File: config.mk
export PLATFORM = sky130hd
export DESIGN_NAME = ps2_key_tracker_flat
export DESIGN_NICKNAME = d
export VERILOG_FILES = /design/src/rtl/ps2_key_tracker_if.sv /design/src/rtl/ps2_key_tracker.sv /design/src/flat_wrapper.sv
export SDC_FILE = /design/constraint.sdc
export NUM_CORES = 1
export LEC_CHECK = 0
export CAP_MARGIN = 25
export CORE_ASPECT_RATIO = 1.4
export CORE_MARGIN = 10
export CORE_UTILIZATION = 45
export CTS_CLUSTER_DIAMETER = 100
export CTS_CLUSTER_SIZE = 40
export DETAILED_ROUTE_END_ITERATION = 6
export PLACE_DENSITY = 0.7
export SYNTH_ARGS = -nofsm -noshare
export SYNTH_HDL_FRONTEND = slang
export SYNTH_SLANG_ARGS = --single-unit
export TNS_END_PERCENT = 50
File: constraint.sdc
create_clock -name clk -period 2 [get_ports clk]
set_input_delay 0.3 -clock clk [delete_from_list [all_inputs] [get_ports clk]]
set_output_delay 0.3 -clock clk [all_outputs]
set_load 0.05 [all_outputs]
File: src/rtl/ps2_key_tracker_if.sv
// ps2_key_tracker_if: ready/valid key-event stream from the PS/2 tracker to its consumer
interface ps2_key_tracker_if;
  logic       ev_valid;
  logic       ev_ready;
  logic [9:0] ev_data;
  modport master (output ev_valid, ev_data, input ev_ready);
  modport slave (input ev_valid, ev_data, output ev_ready);
endinterface

File: src/rtl/ps2_key_tracker.sv
// ps2_key_tracker: PS/2 receiver, make/break/E0 decoder, held-key table and event FIFO
// Define PS2_PARITY_CHECK_EN to reject frames whose odd parity fails.
module ps2_key_tracker #(
  parameter int FILTER_LEN = 8,
  parameter int TIMEOUT_CYC = 50000,
  parameter int FIFO_DEPTH = 4,
  parameter int NUM_KEYS = 4,
  parameter logic [9*NUM_KEYS-1:0] KEY_TABLE = {9'h175, 9'h172, 9'h174, 9'h16B}
) (
  input  logic                clk,
  input  logic                reset_n,
  input  logic                ps2c,
  input  logic                ps2d,
  output logic [NUM_KEYS-1:0] key_held,
  output logic                any_held,
  output logic                frame_err,
  output logic                ev_overflow,
  input  logic                ovf_clr,
  ps2_key_tracker_if.master   ev
);
  localparam int AW = $clog2(FIFO_DEPTH);
  localparam int WW = $clog2(TIMEOUT_CYC + 1);
  typedef enum logic {RX_IDLE, RX_BITS} rx_t;
  typedef enum logic [1:0] {D_IDLE = 2'b00, D_E0 = 2'b01, D_F0 = 2'b10, D_E0F0 = 2'b11} dec_t;
  logic [1:0] c_sync_q, d_sync_q;
  logic [FILTER_LEN-1:0] filt_q, filt_d;
  logic fc_q, fc_d, fe, din;
  rx_t rx_q, rx_d;
  dec_t dec_q, dec_d;
  logic [3:0] cnt_q, cnt_d;
  logic [9:0] sh_q, sh_d;
  logic [WW-1:0] wd_q, wd_d;
  logic bv_q, bv_d, ferr_q, ferr_d, ovf_q, ovf_d;
  logic last, timeout, par_ok;
  logic [7:0] b;
  logic is_e0, is_f0, is_e1, emit;
  logic [9:0] ev_word;
  logic [NUM_KEYS-1:0] held_q, held_d;
  logic [9:0] mem_q [FIFO_DEPTH];
  logic [AW:0] wp_q, wp_d, rp_q, rp_d;
  logic [AW-1:0] head_idx;
  logic full, empty, push, pop;
  always_ff @(posedge clk or negedge reset_n) begin
    if (!reset_n) begin
      rx_q <= RX_IDLE;
      dec_q <= D_IDLE;
    end else begin
      rx_q <= rx_d;
      dec_q <= dec_d;
    end
  end
  always_ff @(posedge clk or negedge reset_n) begin
    if (!reset_n) begin
      c_sync_q <= '1;
      d_sync_q <= '1;
      filt_q <= '1;
      fc_q <= 1'b1;
      cnt_q <= '0;
      sh_q <= '0;
      wd_q <= '0;
      bv_q <= 1'b0;
      ferr_q <= 1'b0;
      held_q <= '0;
      wp_q <= '0;
      rp_q <= '0;
      ovf_q <= 1'b0;
    end else begin
      c_sync_q <= {c_sync_q[0], ps2c};
      d_sync_q <= {d_sync_q[0], ps2d};
      filt_q <= filt_d;
      fc_q <= fc_d;
      cnt_q <= cnt_d;
      sh_q <= sh_d;
      wd_q <= wd_d;
      bv_q <= bv_d;
      ferr_q <= ferr_d;
      held_q <= held_d;
      wp_q <= wp_d;
      rp_q <= rp_d;
      ovf_q <= ovf_d;
    end
  end
  always_ff @(posedge clk or negedge reset_n) begin
    if (!reset_n) begin
      for (int i = 0; i < FIFO_DEPTH; i++) mem_q[i] <= '0;
    end else if (push) begin
      mem_q[wp_q[AW-1:0]] <= ev_word;
    end
  end
  // fc only moves once the whole window agrees, so short glitches on ps2c are ignored
  always_comb begin
    filt_d = {filt_q[FILTER_LEN-2:0], c_sync_q[1]};
    fc_d = &filt_q ? 1'b1 : ~|filt_q ? 1'b0 : fc_q;
    fe = fc_q & ~fc_d;
    din = d_sync_q[1];
  end
  always_comb begin
    last = cnt_q == 4'd1;
    timeout = rx_q == RX_BITS && !fe && wd_q == WW'(TIMEOUT_CYC);
    rx_d = rx_q == RX_IDLE ? ((fe && !din) ? RX_BITS : RX_IDLE)
                           : ((timeout || (fe && last)) ? RX_IDLE : RX_BITS);
  end
  always_comb begin
    sh_d = (rx_q == RX_BITS && fe) ? {din, sh_q[9:1]} : sh_q;
`ifdef PS2_PARITY_CHECK_EN
    par_ok = ^sh_d[8:0];
`else
    par_ok = 1'b1;
`endif
    cnt_d = rx_q == RX_IDLE ? (fe ? 4'd10 : cnt_q) : (fe ? cnt_q - 4'd1 : cnt_q);
    wd_d = (rx_q == RX_IDLE || fe) ? '0 : wd_q + 1'b1;
    bv_d = rx_q == RX_BITS && fe && last && din && par_ok;
    ferr_d = (rx_q == RX_IDLE && fe && din) || (rx_q == RX_BITS && fe && last && !(din && par_ok)) || timeout;
  end
  // decoder state bits double as the {brk, ext} flags of the pending event
  always_comb begin
    b = sh_q[7:0];
    is_e0 = b == 8'hE0;
    is_f0 = b == 8'hF0;
    is_e1 = b == 8'hE1;
    dec_d = timeout ? D_IDLE : !bv_q ? dec_q : dec_q[1] ? D_IDLE :
            is_e0 ? D_E0 : is_f0 ? dec_t'({1'b1, dec_q[0]}) : D_IDLE;
  end
  always_comb begin
    emit = bv_q && !is_e0 && !is_f0 && !(dec_q == D_IDLE && is_e1);
    ev_word = {dec_q, b};
  end
  always_comb begin
    for (int i = 0; i < NUM_KEYS; i++)
      held_d[i] = (emit && KEY_TABLE[9*i +: 9] == ev_word[8:0]) ? ~ev_word[9] : held_q[i];
  end
  always_comb begin
    empty = wp_q == rp_q;
    full = wp_q == {~rp_q[AW], rp_q[AW-1:0]};
    pop = !empty && ev.ev_ready;
    push = emit && (!full || pop);
    wp_d = wp_q + {{AW{1'b0}}, push};
    rp_d = rp_q + {{AW{1'b0}}, pop};
    ovf_d = (emit && full && !pop) ? 1'b1 : ovf_clr ? 1'b0 : ovf_q;
    head_idx = empty ? rp_q[AW-1:0] - AW'(1) : rp_q[AW-1:0];
  end
  assign ev.ev_valid = !empty;
  assign ev.ev_data = mem_q[head_idx];
  assign key_held = held_q;
  assign any_held = |held_q;
  assign frame_err = ferr_q;
  assign ev_overflow = ovf_q;
endmodule
File: src/flat_wrapper.sv
// flat-port wrapper written by rule: the top's interface ports become plain ports
module ps2_key_tracker_flat 
#(
  parameter int FILTER_LEN = 8,
  parameter int TIMEOUT_CYC = 50000,
  parameter int FIFO_DEPTH = 4,
  parameter int NUM_KEYS = 4,
  parameter logic [9*NUM_KEYS-1:0] KEY_TABLE = {9'h175, 9'h172, 9'h174, 9'h16B}
)
  (clk, reset_n, ps2c, ps2d, key_held, any_held, frame_err, ev_overflow, ovf_clr, ev_ev_valid, ev_ev_data, ev_ev_ready);
  ps2_key_tracker_if ev_i ();
  input  logic clk;
  input  logic reset_n;
  input  logic ps2c;
  input  logic ps2d;
  output logic [NUM_KEYS-1:0] key_held;
  output logic any_held;
  output logic frame_err;
  output logic ev_overflow;
  input  logic ovf_clr;
  output wire logic [$bits(ev_i.ev_valid)-1:0] ev_ev_valid;
  output wire logic [$bits(ev_i.ev_data)-1:0] ev_ev_data;
  input wire logic [$bits(ev_i.ev_ready)-1:0] ev_ev_ready;
  assign ev_ev_valid = ev_i.ev_valid;
  assign ev_ev_data = ev_i.ev_data;
  assign ev_i.ev_ready = ev_ev_ready;
  ps2_key_tracker #(.FILTER_LEN(FILTER_LEN), .TIMEOUT_CYC(TIMEOUT_CYC), .FIFO_DEPTH(FIFO_DEPTH), .NUM_KEYS(NUM_KEYS), .KEY_TABLE(KEY_TABLE)) u_core (.clk(clk), .reset_n(reset_n), .ps2c(ps2c), .ps2d(ps2d), .key_held(key_held), .any_held(any_held), .frame_err(frame_err), .ev_overflow(ev_overflow), .ovf_clr(ovf_clr), .ev(ev_i));
endmodule
==> metrics.md <==
| Metric | Value |
|---|---|
| Num rows | `45` |
| Hold slack | `-4.43 ps` |
| Failing checks | `hold timing, setup timing` |
| #FFs+latches synth | `99` |
| Mux share of post-synthesis cell area | `18.4%` |
| Post-Route WL | `11,300 microns` |
| Fin area | `6380 sq um` |
| Gpl congestion | `0.862` |
| IO Pins | `24` |
| Global-route wire length before repair | `19,000 microns` |
| Combinational family with the most area after synthesis | `multiplexers` |
| # nets final | `488` |
| Starting Density | `45.7%` |
| Total gr overflow | `0` |
| Initial antenna violation count | `0` |
| Core area | `10,800 sq um` |
| Max Cap Viol | `0` |
| HP Class | `input pin to asynchronous set/reset pin` |
| VDD IR max | `0.534 mV` |
| CTS max path bufs | `2` |
| Clock root buffer | `clkbuf_16` |
| CTS sink count | `99` |
| Slowest CP cell | `dfrtp_2` |
| Async SR Flop Fraction | `100%` |
| Final Max Slew Viols | `0` |
| Top-area cell type share of the netlist area | `43.5%` |
| Port bufs | `23` |
| Peak Freq | `425 MHz` |
| Routing usage on met1 | `16.8%` |
| Critical Path RT | `1700 ps` |
| Tot GR Track Use | `15.3%` |
| Width of the die | `109 microns` |
| Grt met2 use | `28.0%` |
| Ratio of cells with drive above 1 in the final layout | `40.5%` |
| Final worst slack | `-350 ps` |
| Area Growth Syn to Fin | `29.1%` |
| Placement-stage cell area | `5900 sq um` |
| ANT cells | `0` |
| RSZ-0062 raised after global routing | `yes` |
| PD cells | `1080 nW/um^2` |
| Global routing's busiest layer | `met2` |
| Via count | `3,575` |
| Critical Path Max Stage Delay | `460 ps` |
| Clk_skew | `6.69 ps` |
| Post-Syn Area | `4940 sq um` |
| Worst Setup End Kind | `output port` |
| Vias in the first global route | `3,793` |
| Slew @ Worst Pin | `553 ps` |
| Cells after synthesis | `406` |
| Syn Area/Cell | `12.2 sq um` |
| Clk pin slew, worst setup/hold paths | `70 ps` |
| Xor-xnor portion of the synthesized cell area | `3.34%` |
| Ys Warns | `0` |
| Most frequent cells in the layout | `dfrtp_1 (81), buf_4 (42), mux2_2 (38), nor2_1 (31)` |
| Rel. slew slack | `62.8%` |
| Main synth FF type | `dfrtp_1` |
| Drt initial violations | `123` |
| Die Footprint | `15,600 sq um` |
| Num CTS Buffers | `9` |
| WP buf/inv | `2` |
| Synth area leader | `dfrtp_1` |
| Wirelength per Cell | `18.2 microns` |
| Most common cell after layout, fill and taps aside | `dfrtp_1` |
| Hold_buf cts | `0` |
| Met3 Usage GRT | `2.98%` |
| Syn_nets | `420` |
| Status | `finished, violations left` |
| Detailed Routing Iterations Pass 1 | `4` |
| Synth Area in Adders | `2.03%` |
| Sequential area share after synthesis | `50.5%` |
| Largest net degree at the start of global routing | `100` |
| CTS tree | `yes` |
| Final setup violation count | `49` |
| Vert. Die Dim | `144 microns` |
| DRC | `0` |
| Critical path type | `flip-flop to output port` |
| Distinct cells, synth | `54` |
| Worst path top cell family by delay | `flip-flops` |
| Worst path arrival time | `2050 ps` |
| CP startpoint kind | `flip-flop` |
| Final HPWL DP | `7670 microns` |
| Synth top area cells | `dfrtp_1 (44%), mux2_2 (8.7%), dfstp_2 (6.9%)` |
| Routed Antenna Nets | `0` |
| Static leakage | `0.00277 uW` |
| DR vias/cell | `5.77` |
| CTS H-tree depth | `3` |
| Number of flops mapped to enable cells by yosys | `0` |
| Crit-path cells | `xnor2_4, a21oi_2, or3_4, buf_4, o221a_4, buf_12` |
| Worst Path Max Fanout | `4` |
| Place WS | `-64.5 ps` |
| Minimum clock period | `2350 ps` |
| Post-synthesis compound-gate area fraction | `9.34%` |
| Simple-gate share of the synthesized area | `13.3%` |
| Fin. Hold Viols | `1` |
| Clock insertion delay at the later pin of the skew report | `350 ps` |
| Final worst-path cycle share | `118%` |
[registers in the layout (all words and copies together) (netlist names)]
name,cells
u_core.mem_q,40
u_core.wd_q,16
u_core.sh_q,10
u_core.filt_q,8
u_core.cnt_q,4
u_core.key_held,4
u_core.rp_q,3
u_core.wp_q,3
u_core.c_sync_q,2
u_core.d_sync_q,2
u_core.dec_q,2
u_core.bv_q,1
u_core.ev_overflow,1
u_core.fc_q,1
u_core.frame_err,1
u_core.rx_q,1
[final timing paths]
path                                                    from                           end  slack [ps]  cells past startpoint
worst max-delay path                u_core.wp_q[2]$_DFF_PN0_                 ev_ev_data[7]        -350                      6
worst min-delay path                                 reset_n  u_core.mem_q[11]$_DFFE_PN0P_          -4                      2
min in group clk                                        ps2d  u_core.d_sync_q[0]$_DFF_PN1_         350                      1
worst min register to register  u_core.d_sync_q[0]$_DFF_PN1_  u_core.d_sync_q[1]$_DFF_PN1_         360                      0
max in group asynchronous                            reset_n      u_core.rp_q[0]$_DFF_PN0_        1570                      2
worst max register to register      u_core.wp_q[2]$_DFF_PN0_   u_core.mem_q[9]$_DFFE_PN0P_         -80                      9
[routing by layer]
layer / share of wire, % / vias to the layer above
met5: 0 / -
met4: 1.5 / 0
met3: 3.4 / 18
met2: 54 / 58
met1: 41 / 1851
li1: - / 1648
[kinds of logic (layout without fill, tap and decap cells)]
family / count (synthesis) / after routing
AO/OA/AOI/OAI: 60 / 60
XOR/XNOR: 18 / 18
adder cells (fa/ha/maj): 8 / 8
buffers and inverters: 35 / 108
flip-flops: 99 / 99
multiplexers: 70 / 70
AND/OR/NAND/NOR: 116 / 116
[report_power, final]
| part | switching, uW | total (uW) | internal [uW] | leakage [uW] |
|---|---|---|---|---|
| Sequential | 85.9 | 2150 | 2070 | 0.00132 |
| Combinational | 1500 | 2930 | 1430 | 0.00130 |
| Clock | 801 | 1780 | 982 | 0.000156 |
[cell usage after synthesis (2+ instances only)]
cell type,n
o31ai_1,5
or3_1,5
nor2b_1,3
o22ai_1,9
and3_1,2
a21oi_1,5
nor3_1,9
o221a_2,9
nand2_1,16
mux2_2,38
nor3_4,2
nor4_1,5
ha_1,8
nand3_1,11
inv_1,16
buf_1,2
nand4_1,9
xor2_1,6
mux2i_1,13
o41ai_1,2
dfstp_2,13
o21ai_0,11
or4b_2,2
a221oi_1,9
nand3b_1,4
nor3b_1,2
xnor2_1,11
buf_2,7
or4_1,3
dfrtp_1,86
a311oi_1,2
or2_2,2
clkbuf_1,8
nor2_1,32
mux2_4,10
mux4_2,9
nand2b_1,3
[layout make-up]
cell class | instances | area, sq um
fill | 875 | 4430
sequential | 99 | 2500
multi-input combinational | 272 | 2500
timing repair buffer | 76 | 833
clock buffer | 11 | 264
tap | 141 | 176
inverter | 16 | 60.1
clock inverter | 5 | 48.8
[stage by stage]
step | std cells | utilization [%] | total power, uW | setup TNS [ps]
CTS | 619 | 58.1 | 6780 | -7940
floorplan | 406 | - | 3820 | -6.78
detailed placement | 601 | 54.6 | 4910 | -802
global placement | 601 | 54.6 | 4870 | -475
global route | 620 | 59.0 | 7160 | -9360
finish | 620 | 59.0 | 6870 | -5260
[timing repair]
action	in CTS	in global routing
resized for setup	11	27
endpoints found under the setup margin	24	59
setup buffers	3	1
pin swaps	3	7
cloned	1	0
Power figures use the tool's default switching activity.
